<file path="config.mk">
export PLATFORM = sky130hd
export DESIGN_NAME = sync_adjust_sched
export DESIGN_NICKNAME = d
export VERILOG_FILES = /design/src/rtl/sync_adjust_sched.sv
export SDC_FILE = /design/constraint.sdc
export NUM_CORES = 1
export LEC_CHECK = 0
export CAP_MARGIN = 40
export CORE_MARGIN = 4
export CORE_UTILIZATION = 25
export DETAILED_ROUTE_END_ITERATION = 8
export PLACE_DENSITY = 0.47
export SYNTH_ARGS = -nofsm -noshare
export SYNTH_HDL_FRONTEND = slang
export SYNTH_SLANG_ARGS = --single-unit
export TNS_END_PERCENT = 1
</file>
<file path="constraint.sdc">
create_clock -name logic_clk_in -period 4.5 [get_ports logic_clk_in]
set_input_delay 0.45 -clock logic_clk_in [delete_from_list [all_inputs] [get_ports logic_clk_in]]
set_output_delay 0.45 -clock logic_clk_in [all_outputs]
set_load 0.05 [all_outputs]
</file>
<file path="src/rtl/sync_adjust_sched.sv">
// Slot-boundary scheduler for timing adjustments from GPS, coarse NTR and
// precise NTR sources; drives the slot timer control triple.
module sync_adjust_sched #(
   parameter logic [31:0] DEF_CLKNUM    = 32'd1562499,
   parameter logic [31:0] MIN_CLKNUM    = 32'd1000,
   parameter logic [31:0] MAX_CLKNUM    = 32'd3124999,
   parameter logic [31:0] MAX_POSI      = 32'd511,
   parameter logic [31:0] WDOG_CYCLES   = 32'd3125000,
   parameter logic [3:0]  HOLDOFF_SLOTS = 4'd2
) (
   input  logic        logic_clk_in,
   input  logic        logic_rst_in,
   input  logic [2:0]  req_valid_in,
   input  logic [95:0] req_posi_in,
   input  logic [95:0] req_clknum_in,
   output logic [2:0]  req_ack_out,
   output logic [2:0]  req_rej_out,
   input  logic        slot_irq_in,
   input  logic        stat_clr_in,
   output logic        timing_ctl_out,
   output logic [31:0] timing_slot_posi_out,
   output logic [31:0] timing_slot_clknum_out,
   output logic        busy_out,
   output logic        wdog_flag_out,
   output logic [7:0]  apply_cnt_out,
   output logic [7:0]  rej_cnt_out
);

   localparam logic [1:0] S_IDLE  = 2'd0;
   localparam logic [1:0] S_CHECK = 2'd1;
   localparam logic [1:0] S_WAIT  = 2'd2;
   localparam logic [1:0] S_HOLD  = 2'd3;

   logic [1:0]  state_q, state_d;
   logic [1:0]  win_q, win_d;
   logic [31:0] pend_posi_q, pend_posi_d;
   logic [31:0] pend_clknum_q, pend_clknum_d;
   logic [31:0] wdog_cnt_q, wdog_cnt_d;
   logic [3:0]  hold_cnt_q, hold_cnt_d;
   logic [2:0]  ack_q, ack_d;
   logic [2:0]  rej_q, rej_d;
   logic        ctl_q, ctl_d;
   logic [31:0] posi_q, posi_d;
   logic [31:0] clknum_q, clknum_d;
   logic        wflag_q, wflag_d;
   logic [7:0]  apply_cnt_q, apply_cnt_d;
   logic [7:0]  rej_cnt_q, rej_cnt_d;

   logic [1:0]  win;
   logic [6:0]  base;
   logic        bad;
   logic        do_apply;
   logic        do_rej;
   logic        do_wdog;

   // fixed priority: GPS over coarse NTR over precise NTR
   always_comb begin
      win = 2'd2;
      if (req_valid_in[0])
         win = 2'd0;
      else if (req_valid_in[1])
         win = 2'd1;
      base = {win, 5'b0};
   end

   always_comb begin
      state_d       = state_q;
      win_d         = win_q;
      pend_posi_d   = pend_posi_q;
      pend_clknum_d = pend_clknum_q;
      wdog_cnt_d    = wdog_cnt_q;
      hold_cnt_d    = hold_cnt_q;
      ack_d         = 3'b000;
      rej_d         = 3'b000;
      ctl_d         = 1'b0;
      posi_d        = posi_q;
      clknum_d      = clknum_q;
      wflag_d       = wflag_q;
      apply_cnt_d   = apply_cnt_q;
      rej_cnt_d     = rej_cnt_q;
      do_apply      = 1'b0;
      do_rej        = 1'b0;
      do_wdog       = 1'b0;
      bad = (pend_clknum_q < MIN_CLKNUM) ||
            (pend_clknum_q > MAX_CLKNUM) ||
            (pend_posi_q > MAX_POSI);

      case (state_q)
         S_IDLE: begin
            if (|req_valid_in) begin
               win_d         = win;
               pend_posi_d   = req_posi_in[base +: 32];
               pend_clknum_d = req_clknum_in[base +: 32];
               ack_d         = 3'b001 << win;
               state_d       = S_CHECK;
            end
         end
         S_CHECK: begin
            if (bad) begin
               rej_d   = 3'b001 << win_q;
               do_rej  = 1'b1;
               state_d = S_IDLE;
            end else begin
               wdog_cnt_d = 32'd0;
               state_d    = S_WAIT;
            end
         end
         S_WAIT: begin
            if (slot_irq_in) begin
               do_apply = 1'b1;
            end else if (wdog_cnt_q == WDOG_CYCLES - 32'd1) begin
               do_apply = 1'b1;
               do_wdog  = 1'b1;
            end else begin
               wdog_cnt_d = wdog_cnt_q + 32'd1;
            end
         end
         S_HOLD: begin
            if (slot_irq_in) begin
               hold_cnt_d = hold_cnt_q + 4'd1;
               if (hold_cnt_q + 4'd1 == HOLDOFF_SLOTS)
                  state_d = S_IDLE;
            end
         end
         default: state_d = S_IDLE;
      endcase

      if (do_apply) begin
         ctl_d      = 1'b1;
         posi_d     = pend_posi_q;
         clknum_d   = pend_clknum_q;
         hold_cnt_d = 4'd0;
         state_d    = (HOLDOFF_SLOTS == 4'd0) ? S_IDLE : S_HOLD;
      end

      if (do_apply && apply_cnt_q != 8'hFF)
         apply_cnt_d = apply_cnt_q + 8'd1;
      if (do_rej && rej_cnt_q != 8'hFF)
         rej_cnt_d = rej_cnt_q + 8'd1;
      if (do_wdog)
         wflag_d = 1'b1;

      // a clear beats any same-edge increment
      if (stat_clr_in) begin
         apply_cnt_d = 8'd0;
         rej_cnt_d   = 8'd0;
         wflag_d     = 1'b0;
      end
   end

   always_ff @(posedge logic_clk_in or negedge logic_rst_in) begin
      if (!logic_rst_in) begin
         state_q       <= S_IDLE;
         win_q         <= 2'd0;
         pend_posi_q   <= 32'd0;
         pend_clknum_q <= 32'd0;
         wdog_cnt_q    <= 32'd0;
         hold_cnt_q    <= 4'd0;
         ack_q         <= 3'b000;
         rej_q         <= 3'b000;
         ctl_q         <= 1'b0;
         posi_q        <= 32'd0;
         clknum_q      <= DEF_CLKNUM;
         wflag_q       <= 1'b0;
         apply_cnt_q   <= 8'd0;
         rej_cnt_q     <= 8'd0;
      end else begin
         state_q       <= state_d;
         win_q         <= win_d;
         pend_posi_q   <= pend_posi_d;
         pend_clknum_q <= pend_clknum_d;
         wdog_cnt_q    <= wdog_cnt_d;
         hold_cnt_q    <= hold_cnt_d;
         ack_q         <= ack_d;
         rej_q         <= rej_d;
         ctl_q         <= ctl_d;
         posi_q        <= posi_d;
         clknum_q      <= clknum_d;
         wflag_q       <= wflag_d;
         apply_cnt_q   <= apply_cnt_d;
         rej_cnt_q     <= rej_cnt_d;
      end
   end

   assign req_ack_out            = ack_q;
   assign req_rej_out            = rej_q;
   assign timing_ctl_out         = ctl_q;
   assign timing_slot_posi_out   = posi_q;
   assign timing_slot_clknum_out = clknum_q;
   assign busy_out               = (state_q != S_IDLE);
   assign wdog_flag_out          = wflag_q;
   assign apply_cnt_out          = apply_cnt_q;
   assign rej_cnt_out            = rej_cnt_q;

endmodule

</file>
### After elaboration in Yosys (flattened, before gate mapping)

Cells that the tools add are included.

* memories kept: 0
* latch bits: 0
* input bits: 199
* word-level logic and storage cells: 89
* bits in registers: 192
* memory bits (read-only): 0
* RAM bits: 0

* add/subtract/negate cells: 4
* $mul: 0
* shift operators: 4
* bitwise logic cells: 0
* order comparisons: 3
* equality and inequality tests: 13
* muxes and demuxes: 33
* reduce and logical (&&, ||, !) cells: 18
* divide/modulo/power cells: 0

Operators by type and width (number)
* 96-bit by 8-bit variable part select with 32-bit output: 2
* 32-bit two-way mux: 3
* 32-bit case mux with 2 select lines: 1
* 32-bit by 1-bit adder with 32-bit output, second input constant: 1
* 32-bit by 22-bit equality test with 1-bit output, second input constant: 1
* 32-bit by 22-bit > comparator with 1-bit output, second input constant: 1
* 32-bit by 9-bit > comparator with 1-bit output, second input constant: 1
* 32-bit by 10-bit < comparator with 1-bit output, second input constant: 1
* 8-bit two-way mux: 4
* 8-bit by 1-bit adder with 8-bit output, second input constant: 2
* 8-bit != test, second input constant: 2
* 2-bit two-way mux: 7
* 2-bit nonzero test: 7
* 3-bit two-way mux: 4
* 4-bit two-way mux: 3
* 1-bit two-way mux: 10
* 3-bit != test, second input constant: 3
* 4-bit AND reduction: 2
* 2-bit != test, second input constant: 3
* 2-bit case mux with 3 select lines: 1
* 1-bit by 2-bit left shift with 3-bit output, first input constant: 2
* 4-bit by 1-bit adder with 4-bit output, second input constant: 1
* 2-bit equality test, second input constant: 2
* 4-bit by 2-bit equality test with 1-bit output, second input constant: 1
* other kinds (7): 10

### Depth between registers and ports, before layout

Gate-level depths: netlist (run 1).

* depth after elaboration: 8
* mapped depth: 10
* gate-level depth less buffers: 8

### Worst setup path after synthesis (run 1)

Ideal clock, no wire load.

* path type: flip-flop to flip-flop
* start: register rej_cnt_q[0] (netlist: rej_cnt_out[0])
* end: register rej_cnt_q[0] (netlist: rej_cnt_out[0])
* stages on the path, launching flop included: 8
* arrival time: 1917 ps
* data required time: 4372 ps
* clock period less this slack: 2045 ps
* buffers on the path: 0
* slack: 2455 ps
* path through: dfrtp_1 -> ha_1 -> nand3_1 -> nor2_1 -> nand3_1 -> nand2_1 -> nor2_1 -> mux2_1

* word-level cells in the longest chain between the ends: 3

Ends and longest elaborated chain
* start: declaration: line 47 `logic [7:0] rej_cnt_q, rej_cnt_d;`
* start signal: assignment: line 181 `rej_cnt_q <= rej_cnt_d;`
* 8-bit by 1-bit adder with 8-bit output or 8-bit != test (tied branches): line 139, 138
* 8-bit two-way mux or 1-bit logical AND (tied branches): line 138 `if (do_rej && rej_cnt_q != 8'hFF)`
* 8-bit two-way mux or 2-bit nonzero test (tied branches)

Parallel ways exist; a longest one is shown, timed or not. The select of a mux whose other input is x is not followed.
A chain may end at the register's enable or synchronous reset.

### Worst setup path after layout (run 1)

* start: register state_q[1]
* end: output busy_out

* word-level cells in the longest chain between the ends: 1

Ends and longest elaborated chain
* start: declaration: line 34 `logic [1:0] state_q, state_d;`
* start signal: assignment: line 168 `state_q <= state_d;`
* 2-bit nonzero test: line 190 `assign busy_out = (state_q != S_IDLE);`
* end: declaration: line 23 `output logic busy_out,`

Every way passes these cells.

==> metrics.md, run 1 <==
| Metric | Value |
|---|---|
| Clock-pin transition on the worst setup and hold timing paths | `0.07 ns` |
| EDFF count, synth | `0` |
| Synth-to-layout area growth | `41.4%` |
| Vias in the first global route | `8306` |
| H-Tree Depth | `4` |
| RSZ-0062 raised after global routing | `no` |
| Met1 GRT Util | `0.194` |
| Hold path cells | `3` |
| Met3 Usage GRT | `0.0442` |
| Final Hold Viols | `0` |
| Via count of the routed design | `8197` |
| Pin count of the biggest net entering global routing | `85` |
| Crit. End Element | `output port` |
| Critical-path top delay cell | `clkdlybuf4s50_1` |
| Async SR Flop Fraction | `1.00` |
| R2R Setup Slk | `1.79 ns` |
| Post-route DRC | `0` |
| Die width | `203 um` |
| Initial Utilization | `0.253` |
| Die ar. | `0.0414 mm^2` |
| HP Class | `in -> reg` |
| Synth warnings | `0` |
| Slew Viols, Final | `0` |
| Worst-margin pin slew | `between 0.7 and 0.8 ns` |
| CP Launch Type | `flop` |
| Critical Path RT | `4.05 ns` |
| Later-pin clock latency in the skew report | `roughly 0.45 ns` |
| Post-Route Setup TNS | `0 ns` |
| Cell leakage power | `5.92 nW` |
| Max-Cap Viols | `0` |
| CTS Buf Count | `17` |
| Worst hold start | `req_valid_in[0]` |
| Syn avg cell area | `between 8 and 9 um^2` |
| Register area share after synthesis | `0.505` |
| RePlAce Congestion | `0.756` |
| Port Buf Inserts | `287` |
| Critical Path AT | `2.30 ns` |
| Nets | `1537` |
| Antenna viol nets, final | `0` |
| Syn Inst Count | `1083` |
| Clock tree buffer depth | `2` |
| Worst-path cell chain | `or2_1 > clkdlybuf4s50_1` |
| Crit share post-route | `0.611` |
| Synth cell types | `54` |
| Register-to-Register Path Depth | `8` |
| Root Driver | `clkbuf_16` |
| Met2 GRT Util | `0.245` |
| Grt peak-use layer | `met2` |
| RR Startpoint | `pend_posi_q[20]` |
| Max Clock Freq | `0.364 GHz` |
| Status | `complete, no violations` |
| Crit-path leading delay family | `buffers and inverters` |
| Worst R2R End | `wdog_cnt_q[1]` |
| Fillers | `3994` |
| Post-DR vias/cell | `approximately 4.4` |
| DPL Wire Length | `23000 um` |
| Global-route wire length before repair | `48400 um` |
| Post-synth top flop | `dfrtp_1` |
| Post-layout min period | `2.75 ns` |
| Setup-failing EPs final | `0` |
| Core area | `0.0377 mm^2` |
| First DRT Iteration DRCs | `between 400 and 500` |
| Row Count | `71` |
| Slew margin rel. | `0.485` |
| WP buf/inv | `1` |
| Antenna cells | `0` |
| Share of layout cells above drive strength 1 | `0.0594` |
| I/O pin count | `288` |
| Total GRT Usage | `0.149` |
| Crit Path Max Fanout | `10` |
| Drt wl/cell | `between 15 and 20 um` |
| # clock sinks | `192` |
| Pre-Repair DR Iteration Count | `4` |
| Worst VDD drop | `roughly 0.00025 V` |
| Syn Nets | `1287` |
| Die Ht | `203 um` |
| Setup CP Type | `reg -> out` |
| Hold EP | `req_ack_out[0]` |
| Synthesis-stage register bit count | `192` |
| Cell area after synthesis | `approximately 0.0095 mm^2` |
| Pwr Density | `roughly 520 mW/mm^2` |
| Final wirelength | `31100 um` |
| Initial antenna violation count | `1` |
| CTS tree | `built` |
| Skew final | `0.0240 ns` |
| Crit-path max cell delay | `0.90 ns` |
| Total power draw | `between 7 and 8 mW` |
| Congestion Overflow GR | `0` |
[cells in the final DEF (no fill, tap or decap), drive strengths merged, types with 2 or more instances in the layout]
| cell type | netlist | final |
|---|---|---|
| nor2 | 118 | 118 |
| ha | 5 | 5 |
| a21o | 3 | 3 |
| dfstp | 13 | 13 |
| nand2b | 6 | 6 |
| nor3b | 3 | 3 |
| buf | 27 | 15 |
| a31oi | 2 | 2 |
| mux2i | 66 | 66 |
| nand4b | 2 | 2 |
| mux2 | 2 | 2 |
| xnor2 | 21 | 21 |
| and2 | 6 | 6 |
| and3 | 13 | 13 |
| nor3 | 19 | 19 |
| nand3 | 24 | 24 |
| clkdlybuf4s50 | 0 | 284 |
| nor4 | 26 | 26 |
| nand2 | 281 | 281 |
| a211oi | 2 | 2 |
| nor2b | 4 | 4 |
| and4 | 5 | 5 |
| or3 | 3 | 3 |
| o21ai | 68 | 68 |
| nand4 | 21 | 21 |
| o31ai | 4 | 4 |
| clkinvlp | 0 | 3 |
| clkbuf | 43 | 18 |
| or4 | 4 | 4 |
| nor4b | 4 | 4 |
| dfrtp | 179 | 179 |
| inv | 9 | 16 |
| a21oi | 73 | 73 |
| xor2 | 15 | 15 |
| clkinv | 0 | 5 |
[repair_timing]
| action | CTS | global route |
|---|---|---|
| endpoints found under the hold margin | 46 | 0 |
| resized for setup | 0 | 0 |
| hold buffers | 1 | 0 |
| setup buffers | 0 | 0 |
[Yosys cell counts (all sizes together) (13+ instances only)]
| library cell | number | area, um^2 |
|---|---|---|
| nor3 | 19 | 100 |
| nor4 | 26 | 219 |
| clkbuf | 43 | 161 |
| nor2 | 118 | 443 |
| nand4 | 21 | 138 |
| mux2i | 66 | 661 |
| and3 | 13 | 81.3 |
| a21oi | 73 | 365 |
| o21ai | 68 | 340 |
| dfrtp | 179 | 4480 |
| xnor2 | 21 | 184 |
| dfstp | 13 | 342 |
| nand2 | 281 | 1050 |
| xor2 | 15 | 131 |
| buf | 27 | 135 |
| nand3 | 24 | 125 |
[cells by family after synthesis]
kind of cell,Yosys count,synth area share
mux,68,0.0716
xor+xnor,36,0.0330
compound gates,161,0.0916
buf+inv,79,0.0349
fa+ha+maj,5,0.00655
flops,192,0.505
simple gates,542,0.257
[metrics by stage]
stage / hold WS, ns / instances / cell area, um^2 / util / setup slack (ns)
6_report: 0.443 / 1857 / 13500 / 0.358 / 1.75
5_1_grt: 0.475 / 1857 / 13500 / 0.358 / 1.56
4_1_cts: 0.423 / 1857 / 13500 / 0.358 / 1.63
3_5_place_dp: 0.446 / 1824 / 12900 / 0.343 / 1.65
3_3_place_gp: 0.442 / 1822 / 12900 / 0.341 / 1.80
2_1_floorplan: 0.154 / 1083 / 9550 / - / 2.45
[tightest hold or removal path, delay by kind of cell]
kind	cells	cell delay, ns
buffers and inverters	2	0.35
and+or+nand+nor	1	0.04
[sequential cells by signal, indices dropped and copies added (netlist names), 2 cells and up]
signal,flops
apply_cnt_out,8
hold_cnt_q,4
pend_clknum_q,32
pend_posi_q,32
rej_cnt_out,8
req_ack_out,3
req_rej_out,3
state_q,2
timing_slot_clknum_out,32
timing_slot_posi_out,32
wdog_cnt_q,32
win_q,2
[how the worst max path moves through the flow]
stage / cells past startpoint / from / to
final: 2 / state_q[1] / busy_out
after global routing: 8 / pend_clknum_q[27] / wdog_cnt_q[1]
after CTS: 8 / pend_posi_q[20] / wdog_cnt_q[1]
after detailed placement: 8 / pend_posi_q[20] / wdog_cnt_q[1]
after global placement: 8 / pend_clknum_q[31] / wdog_cnt_q[1]
after floorplan: 7 / rej_cnt_out[0] / rej_cnt_out[0]
[layer usage]
layer / share of wire / vias to the layer above
li1: - / 4169
met1: 0.45 / 3828
met2: 0.48 / 184
met3: 0.068 / 14
met4: 0.0071 / 2
met5: 0.00045 / -
[power breakdown]
group	internal (mW)	leakage, nW	switching (mW)
combinational	0.960	3.19	1.82
sequential	2.30	2.46	0.455
clock	0.739	0.274	0.784
[layout make-up]
type                       instances  area (um^2)  area share
tap                              511          639      0.0474
multi-input combinational        812         4400       0.326
clock buffer                      17          425      0.0315
clock inverter                    15          149      0.0110
inverter                           9         36.3     0.00269
timing repair buffer             301         3030       0.225
sequential                       192         4820       0.357
No activity file was read; power rests on OpenSTA's default activity.
==> inputs of run 2 (changes only) <==
clock period = 2.8 ns   (was 4.5 ns; I/O delays follow)
==> run 2 against run 1 <==
Net effect: critical path depth grew 6; total power grew 61%; first-iteration DRC count grew 20%; worst setup slack lost 1.4 ns; via count grew 0.83%; combinational power grew 64%; die area is the same; cell area grew 0.92%; final cell count grew 0.38%; utilization grew 0.33 points; critical path type is now reg -> reg.
==> metrics.md, run 2 (synthesis gave the netlist of run 1 again) <==
| Metric | Value |
|---|---|
| Area of the multi-input gates | `0.00440 mm^2 (unchanged)` |
| Post-DR vias/cell | `4.43 (+0.45%)` |
| Max-Cap Viols | `0 (unchanged)` |
| Port Buf Inserts | `287 (unchanged)` |
| Global-route wire length before repair | `48000 um (-0.81%)` |
| Final setup margin | `0.389 ns (-1.36 ns)` |
| Hold EP | `req_ack_out[0]` |
| R2R Setup Slk | `0.39 ns (-1.40 ns)` |
| Status | `complete, no violations` |
| Worst VDD drop | `0.000371 V (+48%)` |
| Design area | `0.0136 mm^2 (+0.92%)` |
| Post-Route Setup TNS | `0 ns (unchanged)` |
| Final wirelength | `30400 um (-2.3%)` |
| Vias in the first global route | `8375 (+0.83%)` |
| H-Tree Depth | `4 (unchanged)` |
| # clock sinks | `192 (unchanged)` |
| Worst hold start | `req_valid_in[0]` |
| RePlAce Congestion | `0.765 (+1.2%)` |
| Met3 Usage GRT | `0.0458 (+0.00159)` |
| Setup-failing EPs final | `0 (unchanged)` |
| Post-layout min period | `2.41 ns` |
| Crit. End Element | `flop` |
| Synth-to-layout area growth | `42.7%` |
| Pwr Density | `835 mW/mm^2 (+60%)` |
| Final Hold Viols | `0 (unchanged)` |
| First DRT Iteration DRCs | `513 (+20%)` |
| Via count of the routed design | `8265 (+0.83%)` |
| Worst R2R End | `wdog_cnt_q[1]` |
| Later-pin clock latency in the skew report | `0.44 ns (about the same)` |
| Worst-margin pin slew | `0.811 ns (+0.0415 ns)` |
| Initial antenna violation count | `0 (-1)` |
| Initial Utilization | `0.253 (unchanged)` |
| Die ar. | `0.0414 mm^2 (unchanged)` |
| DPL Wire Length | `22500 um (-2.4%)` |
| RSZ-0062 raised after global routing | `no` |
| Setup CP Type | `reg -> reg` |
| Slew margin rel. | `0.457 (-0.0278)` |
| Share of layout cells above drive strength 1 | `0.0628 (+0.00339)` |
| Hold path cells | `4 (+1)` |
| Placed Area | `0.0131 mm^2 (+1.0%)` |
| Drt wl/cell | `16.3 um (-2.7%)` |
| Clock tree buffer depth | `2 (unchanged)` |
| Hold Slack | `0.383 ns (-0.0597 ns)` |
| I/O pin count | `288 (unchanged)` |
| Root Driver | `clkbuf_16` |
| Most common cell after layout, fill and taps aside | `clkdlybuf4s50_1` |
| Met2 GRT Util | `0.244 (-0.000956)` |
| Die width | `203 um (unchanged)` |
| Commonest cells after routing, fill and taps aside | `clkdlybuf4s50_1 (284), nand2_1 (281), dfrtp_1 (179), nor2_1 (118), a21oi_1 (73)` |
| Row Count | `71 (unchanged)` |
| HP Class | `in -> reg` |
| Core area | `0.0377 mm^2 (unchanged)` |
| Fillers | `3930 (-1.6%)` |
| Register area | `0.00482 mm^2 (unchanged)` |
| Cell leakage power | `5.98 nW (+1.0%)` |
| Cts hold-fix bufs | `1 (unchanged)` |
| CTS Buf Count | `17 (unchanged)` |
| Slew Viols, Final | `0 (unchanged)` |
| Post-route DRC | `0 (unchanged)` |
| Clock-pin transition on the worst setup and hold timing paths | `0.08 ns (about the same)` |
| Register-to-Register Path Depth | `8 (unchanged)` |
| Antenna viol nets, final | `0 (unchanged)` |
| Total GRT Usage | `0.147 (-0.00174)` |
| Dpl ws | `0.371 ns (-1.27 ns)` |
| Critical Path RT | `3.11 ns (-0.94 ns)` |
| Setup repair bufs after CTS | `0 (unchanged)` |
| Total power draw | `11.4 mW (+61%)` |
| Nets | `1544 (+0.46%)` |
| Crit share post-route | `0.861` |
| CP Launch Type | `flop` |
| Pre-Repair DR Iteration Count | `6 (+2)` |
| PostCTS Resize Cnt | `0 (unchanged)` |
| Crit Path Max Fanout | `32 (+22)` |
| Antenna cells | `0 (unchanged)` |
| Skew final | `0.0188 ns (-0.00518 ns)` |
| CTS tree | `built` |
| Congestion Overflow GR | `0 (unchanged)` |
| RR Startpoint | `pend_posi_q[23]` |
| Max Clock Freq | `0.415 GHz` |
| Critical Path AT | `2.73 ns (+0.43 ns)` |
| Die Ht | `203 um (unchanged)` |
| Pin count of the biggest net entering global routing | `132 (+55%)` |
| Met1 GRT Util | `0.191 (-0.00311)` |
| Grt peak-use layer | `met2` |
==> run 2: changes by cell type in the layout (fill, tap and decap cells not counted), sizes merged <==
cell / delta
buf: +7
clkinv: -3
inv: +3
clkbuf: +2
clkinvlp: -2
==> run 2: cell type report <==
| type | count | share of cell area |
|---|---|---|
| flip-flops and latches | 192 | 0.354 |
| clock buffers | 19 | 0.0318 |
| inverters | 9 | 0.00266 |
| multi-input cells | 812 | 0.323 |
| clock inverters | 13 | 0.00973 |
| repair buffers | 308 | 0.232 |
| well taps | 511 | 0.0469 |
==> run 2: worst max-delay path by stage <==
stage	startpoint	end	slack (ns)	cells after the start
2_1_floorplan	rej_cnt_out[0]	rej_cnt_out[0]	0.75	7
3_3_place_gp	pend_posi_q[26]	wdog_cnt_q[1]	0.34	8
3_5_place_dp	pend_posi_q[26]	wdog_cnt_q[1]	0.37	8
4_1_cts	state_q[0]	busy_out	0.34	2
5_1_grt	pend_posi_q[26]	wdog_cnt_q[1]	0.24	8
6_report	pend_posi_q[23]	wdog_cnt_q[1]	0.39	8
==> run 2: through the flow <==
stage / std cells / utilization
2_1_floorplan: 1083 / -
3_3_place_gp: 1830 / 0.346
3_5_place_dp: 1831 / 0.346
4_1_cts: 1864 / 0.362
5_1_grt: 1864 / 0.362
6_report: 1864 / 0.362
==> run 2: report_power, final <==
group	total, mW	internal (mW)	switching (mW)
clock network	2.39	1.19	1.20
registers	4.44	3.70	0.740
logic	4.55	1.63	2.92
total	11.4	6.52	4.86
==> run 2: worst max-delay path: stages, from the launching register on <==
cell and delay (ns):
dfrtp_1 0.42, nor4_1 0.48, and4_1 0.29, o211ai_1 0.11, a311oi_2 0.28, buf_4 0.26, and2_1 0.19, buf_12 0.20
nor3_1 0.07
==> run 2: layer usage <==
metal	wire length (um)	share of wire	vias up
met5	0	0	-
li1	-	-	4183
met2	14500	0.48	194
met4	328	0.011	0
met3	2060	0.068	16
met1	13400	0.44	3872
